[config.mk]
export PLATFORM = sky130hd
export DESIGN_NAME = seg7_scan_driver
export DESIGN_NICKNAME = d
export VERILOG_FILES = /design/src/rtl/seg7_pkg.sv /design/src/rtl/bin_to_bcd_seq.sv /design/src/rtl/seg7_scan_driver.sv
export SDC_FILE = /design/constraint.sdc
export NUM_CORES = 1
export LEC_CHECK = 0
export ABC_AREA = 1
export BUFFER_PORTS_ARGS = -buffer_cell sky130_fd_sc_hd__buf_2
export CORE_ASPECT_RATIO = 1.25
export CORE_MARGIN = 1
export CORE_UTILIZATION = 50
export DETAILED_ROUTE_END_ITERATION = 10
export GPL_ROUTABILITY_DRIVEN = 0
export PLACE_DENSITY = 0.74
export SLEW_MARGIN = 10
export SYNTH_ARGS = -nofsm -noshare
export SYNTH_HDL_FRONTEND = slang
export SYNTH_SLANG_ARGS = --single-unit
[constraint.sdc]
create_clock -name clk -period 2.5 [get_ports clk]
set_input_delay 0.5 -clock clk [delete_from_list [all_inputs] [get_ports clk]]
set_output_delay 0.5 -clock clk [all_outputs]
set_load 0.05 [all_outputs]
[src/rtl/seg7_pkg.sv]
// Shared types, constants and the segment glyph decoder for the 7-seg scan driver.
package seg7_pkg;

  localparam int NUM_DIGITS = 8;
  localparam int HEX_DIGITS = 4;
  localparam int DEC_DIGITS = 5;

  // One display digit: a 4-bit code plus a flag that forces the digit dark.
  typedef struct packed {
    logic       blank;
    logic [3:0] code;
  } digit_t;

  localparam digit_t     BLANK   = '{blank: 1'b1, code: 4'h0};
  localparam logic [6:0] SEG_OFF = 7'h7F;

  typedef enum logic [1:0] {
    CONV_IDLE,
    CONV_LOAD,
    CONV_SHIFT
  } conv_state_t;

  // Active-low {g,f,e,d,c,b,a} glyphs; 'b' and 'd' are lowercase.
  function automatic logic [6:0] hex_to_seg(input logic [3:0] nib);
    logic [6:0] s;
    case (nib)
      4'h0:    s = 7'b1000000;
      4'h1:    s = 7'b1111001;
      4'h2:    s = 7'b0100100;
      4'h3:    s = 7'b0110000;
      4'h4:    s = 7'b0011001;
      4'h5:    s = 7'b0010010;
      4'h6:    s = 7'b0000010;
      4'h7:    s = 7'b1111000;
      4'h8:    s = 7'b0000000;
      4'h9:    s = 7'b0010000;
      4'hA:    s = 7'b0001000;
      4'hB:    s = 7'b0000011;
      4'hC:    s = 7'b1000110;
      4'hD:    s = 7'b0100001;
      4'hE:    s = 7'b0000110;
      default: s = 7'b0001110;
    endcase
    return s;
  endfunction

endpackage

[src/rtl/bin_to_bcd_seq.sv]
// Sequential double-dabble converter: one load cycle, then 16 add-3/shift steps.
// done pulses during the final step and bcd carries that step's result
// combinationally, so the consumer can register it on the edge busy falls.
module bin_to_bcd_seq
  import seg7_pkg::*;
(
  input  logic        clk,
  input  logic        rst,
  input  logic        start,
  input  logic [15:0] bin,
  output logic        busy,
  output logic        done,
  output logic [19:0] bcd
);

  conv_state_t state, state_nxt;
  logic [3:0]  step;
  logic [15:0] bin_q;
  logic [35:0] sr;
  logic [35:0] adj;
  logic [35:0] sr_step;

  // Next-state decode for the conversion sequencer
  always_comb begin
    state_nxt = state;
    case (state)
      CONV_IDLE:  if (start) state_nxt = CONV_LOAD;
      CONV_LOAD:  state_nxt = CONV_SHIFT;
      CONV_SHIFT: if (step == 4'd15) state_nxt = CONV_IDLE;
      default:    state_nxt = CONV_IDLE;
    endcase
  end

  // State register; reset abandons any conversion immediately
  always_ff @(posedge clk or posedge rst) begin
    if (rst) state <= CONV_IDLE;
    else     state <= state_nxt;
  end

  // Step counter, cleared whenever the sequencer is not shifting
  always_ff @(posedge clk or posedge rst) begin
    if (rst)                      step <= 4'd0;
    else if (state == CONV_SHIFT) step <= step + 4'd1;
    else                          step <= 4'd0;
  end

  // One double-dabble iteration: add 3 to every BCD nibble >= 5, then shift
  always_comb begin
    adj = sr;
    for (int i = 0; i < DEC_DIGITS; i++) begin
      if (sr[16+4*i +: 4] >= 4'd5) adj[16+4*i +: 4] = sr[16+4*i +: 4] + 4'd3;
    end
    sr_step = adj << 1;
  end

  // Operand latch and working shift register {bcd, bin}
  always_ff @(posedge clk) begin
    if (state == CONV_IDLE && start) bin_q <= bin;
    if (state == CONV_LOAD)          sr <= {20'd0, bin_q};
    else if (state == CONV_SHIFT)    sr <= sr_step;
  end

  assign busy = (state != CONV_IDLE);
  assign done = (state == CONV_SHIFT) && (step == 4'd15);
  assign bcd  = sr_step[35:16];

endmodule

[src/rtl/seg7_scan_driver.sv]
// 8-digit common-anode 7-seg driver: captures a 16-bit value, renders it in hex
// or decimal into digit registers, and time-multiplexes the digits onto an/seg.
module seg7_scan_driver
  import seg7_pkg::*;
#(
  parameter int REFRESH_DIV = 100_000
) (
  input  logic        clk,
  input  logic        rst,
  input  logic [15:0] value,
  input  logic        dec_mode,
  input  logic        blank_lz,
  output logic [6:0]  seg,
  output logic        dp,
  output logic [7:0]  an,
  output logic        busy
);

  localparam int                CNT_W    = (REFRESH_DIV > 1) ? $clog2(REFRESH_DIV) : 1;
  localparam logic [CNT_W-1:0]  CNT_LAST = CNT_W'(REFRESH_DIV - 1);

  logic [15:0]           cap_value;
  logic                  cap_mode;
  logic                  capture;
  digit_t                digits [NUM_DIGITS];
  logic [NUM_DIGITS-1:0] shown;
  logic                  conv_busy;
  logic                  conv_done;
  logic [19:0]           conv_bcd;
  logic [CNT_W-1:0]      refresh_cnt;
  logic [2:0]            idx;

  // A change is only taken while idle; changes during a conversion stay
  // visible on the inputs and are picked up by this compare once busy drops.
  assign capture = !conv_busy && ((value != cap_value) || (dec_mode != cap_mode));
  assign busy    = conv_busy;
  assign dp      = 1'b1;

  bin_to_bcd_seq u_bcd (
    .clk   (clk),
    .rst   (rst),
    .start (capture && dec_mode),
    .bin   (value),
    .busy  (conv_busy),
    .done  (conv_done),
    .bcd   (conv_bcd)
  );

  // Remember the value/mode currently shown (or being converted)
  always_ff @(posedge clk or posedge rst) begin
    if (rst) begin
      cap_value <= 16'd0;
      cap_mode  <= 1'b0;
    end else if (capture) begin
      cap_value <= value;
      cap_mode  <= dec_mode;
    end
  end

  // Digit registers: hex written at capture, decimal written whole at conversion end.
  // Reset state is the hex rendering of the reset capture (0), so upper digits are dark.
  always_ff @(posedge clk or posedge rst) begin
    if (rst) begin
      for (int i = 0; i < HEX_DIGITS; i++)          digits[i] <= '0;
      for (int i = HEX_DIGITS; i < NUM_DIGITS; i++) digits[i] <= BLANK;
    end else if (capture && !dec_mode) begin
      for (int i = 0; i < HEX_DIGITS; i++)          digits[i] <= {1'b0, value[4*i +: 4]};
      for (int i = HEX_DIGITS; i < NUM_DIGITS; i++) digits[i] <= BLANK;
    end else if (conv_done) begin
      for (int i = 0; i < DEC_DIGITS; i++)          digits[i] <= {1'b0, conv_bcd[4*i +: 4]};
      for (int i = DEC_DIGITS; i < NUM_DIGITS; i++) digits[i] <= BLANK;
    end
  end

  // Leading-zero suppression, walking down from the top digit; digit 0 always lit
  always_comb begin
    logic upper_zero;
    upper_zero = 1'b1;
    shown      = '0;
    for (int i = NUM_DIGITS - 1; i >= 0; i--) begin
      upper_zero = upper_zero && (digits[i].blank || (digits[i].code == 4'h0));
      shown[i]   = !digits[i].blank && !(blank_lz && upper_zero && (i != 0));
    end
  end

  // Refresh timer; the scanned digit advances at terminal count
  always_ff @(posedge clk or posedge rst) begin
    if (rst) begin
      refresh_cnt <= '0;
      idx         <= 3'd0;
    end else if (refresh_cnt == CNT_LAST) begin
      refresh_cnt <= '0;
      idx         <= idx + 3'd1;
    end else begin
      refresh_cnt <= refresh_cnt + CNT_W'(1);
    end
  end

  // Anode and segment registers update together so no digit ghosts into its neighbour
  always_ff @(posedge clk or posedge rst) begin
    if (rst) begin
      an  <= 8'hFF;
      seg <= SEG_OFF;
    end else if (shown[idx]) begin
      an  <= ~(8'h01 << idx);
      seg <= hex_to_seg(digits[idx].code);
    end else begin
      an  <= 8'hFF;
      seg <= SEG_OFF;
    end
  end

endmodule
-- After elaboration in Yosys (flattened, before gate mapping)
Memories as Yosys holds them, arrays and structs flattened.
Index checks and enable logic that the tools add are counted.
- add/subtract/negate cells: 8
- $lt $le $gt $ge: 7
- equal/unequal tests: 8
- shift operators: 1
- muxes and demuxes: 21
- bitwise logic cells: 2
- reduce and logical (&&, ||, !) cells: 62
- operators by type and width (cell ; number):
    $mux W40 ; 2
    $mux W16 ; 2
    $logic_not A4 Y1 ; 7
    $mux W4 ; 7
    $logic_and A1 B1 Y1 ; 25
    $ge A4 B3 Y1 const B ; 5
    $add A17 B1 Y17 const B ; 1
    $eq A17 B17 Y1 const B ; 1
    $logic_not A1 Y1 ; 17
    $mux W17 ; 1
    $add A4 B2 Y4 const B ; 4
    $ne A16 B16 Y1 ; 1
    $bmux W5 S3 ; 1
    $logic_or A1 B1 Y1 ; 8
    $mux W8 ; 1
    $not A8 Y8 ; 1
    $shl A1 B3 Y8 const A ; 1
    $mux W7 ; 1
    $pmux W2 S3 ; 1
    $reduce_bool A2 Y1 ; 3
    $add A4 B1 Y4 const B ; 1
    $eq A4 B4 Y1 const B ; 1
    $ge A4 B4 Y1 const B ; 1
    $lt A3 B4 Y1 const B ; 1
    other kinds (13) ; 15
- register bits: 150
- ROM bits: 112
- input port bits: 20
- output and inout port bits: 17
- word-level logic and storage cells: 137
- memories: 1
- memory list (memory ; depth ; width ; rd ports ; clocked after memory_dff ; write ports ; RTL line ; source):
    (no name shown) ; 16 ; 7 ; 1 ; 0 ; 0 ; seg7_pkg.sv:26 ; case (nib)

-- Logic depth before layout (Yosys ltp)
Gate-level depths: netlist of run 1.
- depth after elaboration: 14
- depth in mapped cells: 13
- gate-level depth less buffers: 12

-- Hierarchy
A second synthesis of run 1 with hierarchy kept.
- cell total of the unflattened synthesis: 895
- area, all modules: 7091.8 um2
- by module, submodules not included (module ; instances ; cells an instance ; area an instance (um2) ; sequential area each (um2)):
    seg7_scan_driver ; 1 ; 537 ; 4098.9 ; 1846.8
    bin_to_bcd_seq ; 1 ; 358 ; 2992.9 ; 1511.4

-- Least setup slack after synthesis of run 1
No wires, ideal clock.
- path type: reg2reg
- start point: register idx[1]
- end point: register seg[0]
- library setup time: 0.084 ns
- arrival time: 1.754 ns
- data required time: 2.416 ns
- path slack: 0.662 ns
- cell stages (with the launch flop): 10
- path buffers: 0
- period minus slack after synthesis: 1.838 ns
- cells stage by stage: dfrtp_1 > nor2_1 > inv_2 > o31ai_2 > inv_1 > ha_1 > inv_1 > nor2_1 > o21ai_0 > nand3_1
- word-level cells in the longest chain between the ends: 6
- elaborated cells on any way between the ends: 8
- classes of those cells: mux (6); bitwise (1); memory (1)
- ends and longest elaborated chain (what ; RTL line ; source):
    start: declaration ; seg7_scan_driver.sv:31 ; logic [2:0] idx;
    start signal: assignment ; seg7_scan_driver.sv:93 ; idx <= idx + 3'd1;
    $not A3 Y4 (not written as such) ; seg7_scan_driver.sv:106 ; seg <= hex_to_seg(digits[idx].code);
    $bmux W5 S3 ; seg7_scan_driver.sv:106 ;
    $mux W4 (not written as such) (2 in a row) ; seg7_scan_driver.sv:106 ;
    $mem_v2 Z16 W7 ; n/a ;
    $mux W7 (*) ; seg7_scan_driver.sv:104 ; end else if (shown[idx]) begin
    end signal: assignment ; seg7_scan_driver.sv:106 ;
    end: declaration ; seg7_scan_driver.sv:13 ; output logic [6:0] seg,
Mark *: on every way between the ends. The rest lies on a longest branch, timed or not. The select of a mux whose other input is x is not followed.
A chain may end at the register's enable or synchronous reset.

-- Worst setup path in the final report of run 1
- start point: register u_bcd.state[0]
- end point: output port busy
- word-level cells in the longest chain between the ends: 1
- ends and longest elaborated chain (what ; RTL line ; source):
    start: declaration ; bin_to_bcd_seq.sv:16 ; conv_state_t state, state_nxt;
    start signal: assignment ; bin_to_bcd_seq.sv:37 ; else state <= state_nxt;
    $reduce_bool A2 Y1 ; bin_to_bcd_seq.sv:63 ; assign busy = (state != CONV_IDLE);
    end: declaration ; seg7_scan_driver.sv:16 ; output logic busy
Every way passes these cells.

==> impl_results.md, run 1 <==
* Status: completed
* Crit path required time at about 2 ns
* Hold Vio Cnt, Final at 0
* Max Buffers Root-to-Sink at 2
* I/O Pins at 37
* Std-Cell Rows at between 40 and 50
* Fin cells at 1021
* First-pass GRT wire length at ~23000 um
* Initial DRC count at 327
* Reg clk slew, reported paths at ~0.060 ns
* Asr flop ratio synth at 0.6031
* Worst skew pair latency at 0.43 ns
* Max-Cap Viols at 0
* Total die area at around 0.014 mm2
* Crit-path max FO at 4
* Initial Utilization at 0.5178
* Routed WL at roughly 14000 um
* Mapped Area at 0.006616 mm2
* N_diodes at 0
* Via count at 5217
* Synth top area share at 0.2383
* Clock Root Buffer: clkbuf_16
* Slew Limit Fails at 0
* Tot GR Track Use at 0.2176
* Pwr Density at between 1000 and 1500 mW/mm2
* DP HPWL at approximately 9700 um
* RSZ-0062 raised after global routing: false
* Worst hold path type: in -> async
* CP endpoint kind: output pin
* Initial antenna violation count at 0
* Final core utilization at 0.5927
* Worst-Margin Slew at roughly 0.67 ns
* Final Setup Violations at 0
* PostCTS Resize Cnt at 0
* Top FF cell, synth: dfrtp_1
* Number of setup buffers added after CTS at 0
* Top-count cell post-synth: nand2_1
* Crit path DAT at around 1.6 ns
* Die span in y at between 100 and 150 um
* Synth cell types at 42
* TritonRoute pass-1 iters at 5
* Detail Route Antenna Nets at 0
* Final worst-path cycle share at 0.8339
* Highest Clock Rate at around 0.48 GHz
* Routed WL per cell at 13.42 um
* Startpoint Class: register
* CTS tree: done
* Fill cell count at ~1200
* Register area share after synthesis at 0.5076
* Post-synth EDFFs at 32
* Gr ovfl total at 0
* Tmin final at about 2.1 ns
* Nets at between 800 and 900
* Vias in the first global route at just under 5000
* Core footprint at ~0.013 mm2
* Hold-fix buffers, CTS at 0
* Cells after Synth at 798
* Setup Total Neg Slack at 0 ns
* Cells after DPL at ~1000
* Dominant cells by area after synthesis: dfrtp_1 24%, edfxtp_1 15%, nand2_1 13%, dfstp_2 6.4%, dfxtp_1 6.1%
* Leading area contributor after synthesis: dfrtp_1
* Area after DPL at around 0.0070 mm2
* Most frequent cells after synthesis: 233 x nand2_1, 96 x inv_1, 70 x nand3_1
* Syn nets at ~850
* Worst clock skew at between 0.01 and 0.015 ns
* Synthesis-stage register bit count at about 130
* DRC viols at 0
* Share of layout cells above drive strength 1 at 0.1383
* CTS Sinks at around 130
* IO buf count at 35
* Largest net degree at the start of global routing at 45
* Synth warnings at 0
* CP Class: reg -> out
* Final Cell Area at 0.007574 mm2
* Worst vdd ir at about 680 uV
* H-tree lvl count at 4
* Synthesized area per cell at between 8 and 9 um2
* Leak at around 3.7 nW
* Max-slew headroom at 0.5516
* Pwr Total at about 9 mW
* Die width at 104.9 um
* Area growth syn-to-layout at 14.47%
* CTS Buf Count at 17
* Vias per cell at ~5
==> cell families (layout without fill, tap and decap cells) <==
family                   after synthesis  in the layout  share of synthesized area
AO/OA/AOI/OAI                        111            111                    0.09228
XOR/XNOR                              18             18                    0.02383
adder cells (fa/ha/maj)               28             28                    0.05295
buffers and inverters                130            185                    0.08075
flip-flops                           131            131                     0.5076
other                                  1              1                  0.0005668
AND/OR/NAND/NOR                      379            379                     0.2421
==> cell usage in the layout, fill, tap and decap left out, types with 3 or more instances in the layout <==
cell type,instances
nand2_1,233
inv_1,95
nand3_1,70
dfrtp_1,63
o21ai_0,58
nor2_1,52
a21oi_1,37
buf_2,35
edfxtp_1,32
ha_1,28
dfxtp_1,20
clkbuf_16,17
dfstp_2,16
xor2_1,15
buf_4,10
inv_2,8
nor3_1,5
or2_2,4
nand4_1,4
clkinv_4,4
xnor2_1,3
clkinv_1,3
clkinv_2,3
a211oi_1,3
inv_6,3
bufinv_16,3
==> through the flow <==
step	setup slack, ns	hold WS (ns)
2_1_floorplan	0.003094	0.4329
3_3_place_gp	0.4830	0.4535
3_5_place_dp	0.4732	0.4596
4_1_cts	0.3824	0.1341
5_1_grt	0.2508	0.1640
6_report	0.4154	0.1338
==> where the power goes <==
group          switching [mW]  total (mW)  internal [mW]
Sequential              0.404        3.42           3.02
Combinational            2.01        2.98          0.968
Clock                   0.959        2.53           1.57
Total                    3.37        8.93           5.56
==> cell type report <==
cell class | instances | area (um2) | share of cell area
clock buffer | 17 | 425.4 | 0.05617
timing repair buffer | 46 | 270.3 | 0.03568
tap | 168 | 210.2 | 0.02775
clock inverter | 15 | 180.2 | 0.02379
inverter | 107 | 405.4 | 0.05353
multi-input combinational | 537 | 2724 | 0.3597
sequential | 131 | 3358 | 0.4434
==> path summary, 6_finish.rpt <==
check	slack, ns	from	endpoint	depth (start not counted)
worst max-delay path	0.42	u_bcd.state[0]	busy	5
worst min-delay path	0.13	rst	refresh_cnt[10]	2
worst max register to register	0.46	idx[0]	seg[1]	9
worst min register to register	0.46	u_bcd.step[0]	u_bcd.step[0]	1
max in group asynchronous	1.68	rst	digits[19]	3
min in group clk	0.30	value[15]	u_bcd.bin_q[15]	1
==> critical path, cell delays in order, from the launching register on <==
cell	delay (ns)
dfrtp_1	0.37
inv_1	0.09
ha_1	0.24
buf_4	0.17
inv_1	0.05
buf_2	0.25
==> state kept, by name, summed over array words and instances (netlist names) <==
signal       cells
u_bcd.sr        36
digits          21
refresh_cnt     17
cap_value       16
u_bcd.bin_q     16
an               8
seg              7
u_bcd.step       4
idx              3
u_bcd.state      2
cap_mode         1
==> layer usage <==
metal / up-vias / wire [um] / GRT usage
met2: 131 / 7058 / 0.3864
met1: 2419 / 5782 / 0.2544
met5: - / 0 / 0
met3: 21 / 562 / 0.04663
met4: 0 / 301 / 0.1002
li1: 2646 / - / -
Power figures use the tool's default switching activity.
==> run 2, diff against run 1 <==
- clock period: 2.5 -> 1.8 ns (I/O delays scaled with it)
==> run 2 against run 1 <==
Critical path depth grew 6. Core utilization grew 2.9 points. Combinational power rose by 52%. Sequential share of layout area shrank 2.1 points. Sequential cell count stayed put. Clock skew down 0.0036 ns. Cell area is 5.0% higher. Clock-buffer cell count up 1. First-iteration DRC count down 23%. Hold slack gained 0.014 ns. Setup slack got worse by 0.33 ns. Critical path type is now reg -> reg. Critical endpoint is now seg[5]. Largest power group unchanged. Highest routed layer unchanged.
==> impl_results.md, run 2 (synthesis gave the netlist of run 1 again) <==
* N_diodes at 0 (unchanged)
* H-tree lvl count at 4 (unchanged)
* CTS tree: done (unchanged)
* Flop pwr share at 0.374 (was 0.383)
* Worst clock skew at 0.008431 ns (was 0.01202 ns)
* Status: completed (unchanged)
* Worst R2R Start: idx[0] (unchanged)
* Cells after DPL at 1013 (was 989)
* Flop-to-flop setup slack at 0.09 ns (was 0.46 ns)
* Worst skew pair latency at 0.43 ns (about the same)
* Worst hold path type: in -> reg (was in -> async)
* Area after DPL at 0.007222 mm2 (was 0.006968 mm2)
* Most frequent cells in the layout: 231 x nand2_1, 88 x inv_1, 65 x nand3_1, 61 x dfrtp_1, 55 x o21ai_0 (was 233 x nand2_1, 95 x inv_1, 70 x nand3_1, 63 x dfrtp_1, 58 x o21ai_0)
* Nets at 915 (was 888)
* Top delay family on crit path: flip-flops (was buffers and inverters)
* Routed WL per cell at 13.29 um (was 13.42 um)
* I/O Pins at 37 (unchanged)
* Largest regs: u_bcd.sr (36), digits (21), refresh_cnt (17) (unchanged)
* Largest register FFs at 36 (unchanged)
* Initial DRC count at 252 (was 327)
* Initial antenna violation count at 0 (unchanged)
* DRC viols at 0 (unchanged)
* Crit path DAT at 2.06 ns (was 1.58 ns)
* Worst R2R Path Depth at 11 (was 9)
* Gr ovfl total at 0 (unchanged)
* Share of layout cells above drive strength 1 at 0.1909 (was 0.1383)
* Tmin final at around 1.7 ns
* Startpoint Class: register (unchanged)
* Hold Crit Depth at 1
* First-pass GRT wire length at 22940 um (was 22990 um)
* Die width at 104.9 um (unchanged)
* Reg clk slew, reported paths at 0.06 ns (about the same)
* CP max stage cell: dfrtp_2 (was dfrtp_1)
* Largest net degree at the start of global routing at 39 (was 45)
* CTS Sinks at 131 (unchanged)
* Crit path required time at 2.15 ns (was 2.00 ns)
* Final Cell Area at 0.007950 mm2 (was 0.007574 mm2)
* Std-Cell Rows at 46 (unchanged)
* Pwr Total at 12.68 mW (was 8.933 mW)
* Max Buffers Root-to-Sink at 2 (unchanged)
* Area growth syn-to-layout at 20.16% (was 14.47%)
* Hold worst-path end: u_bcd.bin_q[15]
* CTS Buf Count at 17 (unchanged)
* Internal at 7.878 mW (was 5.560 mW)
* Hold Vio Cnt, Final at 0 (unchanged)
* Most used cell, CP: nand2_1 (was inv_1)
* Total die area at 0.01370 mm2 (unchanged)
* Dpl ws at -0.007099 ns (was 0.4732 ns)
* Buf+Inv Stages, Crit Path at 2 (was 4)
* Hold Path Origin: value[15]
* Power share of the combinational group at 0.358 (was 0.333)
* CP endpoint kind: register (was output pin)
* Vias in the first global route at 5029 (was 4899)
* Commonest non-fill, non-tap cell in the layout: nand2_1 (unchanged)
* Worst r2r dst: seg[5] (was seg[1])
* Critical path startpoint: idx[0] (was u_bcd.state[0])
* Pwr Density at 1595 mW/mm2 (was 1179 mW/mm2)
* Highest Clock Rate at approximately 0.6 GHz
* DP HPWL at 9900 um (was 9714 um)
* Clk pwr share at 0.269 (was 0.283)
* Tot GR Track Use at 0.2168 (was 0.2176)
* Core footprint at 0.01278 mm2 (unchanged)
* Final Setup Violations at 0 (unchanged)
* IO buf count at 35 (unchanged)
* Post-route setup slack at 0.08529 ns (was 0.4154 ns)
* CP Class: reg -> reg (was reg -> out)
* TritonRoute pass-1 iters at 5 (unchanged)
* Net Sw Frac at 0.3787 (was 0.3776)
* Max-Cap Viols at 0 (unchanged)
* Detail Route Antenna Nets at 0 (unchanged)
* Via count at 5267 (was 5217)
* Register with the most flip-flops: u_bcd.sr (unchanged)
* Clock Root Buffer: clkbuf_16 (unchanged)
* Final worst-path cycle share at 0.9526
* Routed WL at 13930 um (was 13700 um)
* Slowest cell delay on critical path at 0.48 ns (was 0.37 ns)
* Slew Limit Fails at 0 (unchanged)
* Crit-path max FO at 8 (was 4)
* Worst vdd ir at 1136 uV (was 684.3 uV)
* Vias per cell at 5.026 (was 5.110)
* Fin cells at 1048 (was 1021)
* Initial Utilization at 0.5178 (unchanged)
* Leak at 3.873 nW (was 3.714 nW)
* NetSw at 4.803 mW (was 3.373 mW)
* Worst-path cell chain: inv_4 > nand2_1 > nand3_2 > nand3_2 > o31ai_4 > buf_6 > ha_1 > nand2_1 > o21ai_1 > a21oi_1 > nand2_1 (was inv_1 > ha_1 > buf_4 > inv_1 > buf_2)
* Die span in y at 130.6 um (unchanged)
==> run 2: final cells by class <==
cell class                 instances  area (um2)
timing repair buffer              73       544.3
sequential                       131        3361
clock buffer                      18       429.2
multi-input combinational        537        2841
clock inverter                    14       153.9
fill                            1140        4827
tap                              168       210.2
inverter                         107       410.4
==> run 2: how the worst max path moves through the flow <==
stage | endpoint | slack (ns) | cells after the start
finish | seg[5] | 0.09 | 11
global route | seg[1] | -0.03 | 11
CTS | digits[23] | -0.01 | 8
detailed placement | seg[1] | -0.007 | 9
global placement | seg[5] | 0.04 | 11
floorplan | seg[0] | 0.03 | 12
==> run 2: power by group through the flow <==
| stage | Sequential, mW | Clock (mW) | Combinational (mW) |
|---|---|---|---|
| finish | 4.74 | 3.40 | 4.53 |
| global route | 4.84 | 3.56 | 5.17 |
| CTS | 4.72 | 3.46 | 4.35 |
| detailed placement | 4.77 | 0 | 4.29 |
| global placement | 4.74 | 0 | 4.17 |
| floorplan | 4.88 | 0 | 2.98 |
==> run 2: stage by stage <==
| step | setup TNS (ns) | hold WS [ns] | utilization |
|---|---|---|---|
| after global routing | -0.07028 | 0.1406 | 0.6222 |
| after CTS | -0.01242 | 0.1380 | 0.6127 |
| after global placement | 0 | 0.3860 | 0.5652 |
| after detailed placement | -0.007099 | 0.3845 | 0.5652 |
| after floorplan | 0 | 0.4329 | - |
| final | 0 | 0.1483 | 0.6222 |
==> run 2: what timing repair did <==
item                                    CTS  global route
pin swaps                                 0            10
setup buffers                             0             2
hold endpoints to repair                 11             0
gates resized for setup                   3            33
endpoints found under the setup margin    5            28
hold buffers                              1             0
==> run 2: routing by layer <==
metal	up-vias	part of all wire	track usage
met3	22	0.035	0.04613
met1	2448	0.44	0.2497
met4	0	0.021	0.09611
li1	2702	-	-
met5	-	0	0
met2	95	0.51	0.3919
==> run 2: worst register-to-register path: cells and delay by family, from the launching register on <==
kind            cells  cell delay (ns)
flops               1             0.48
simple gates        5             0.41
compound gates      3             0.33
buf+inv             2             0.23
fa+ha+maj           1             0.20
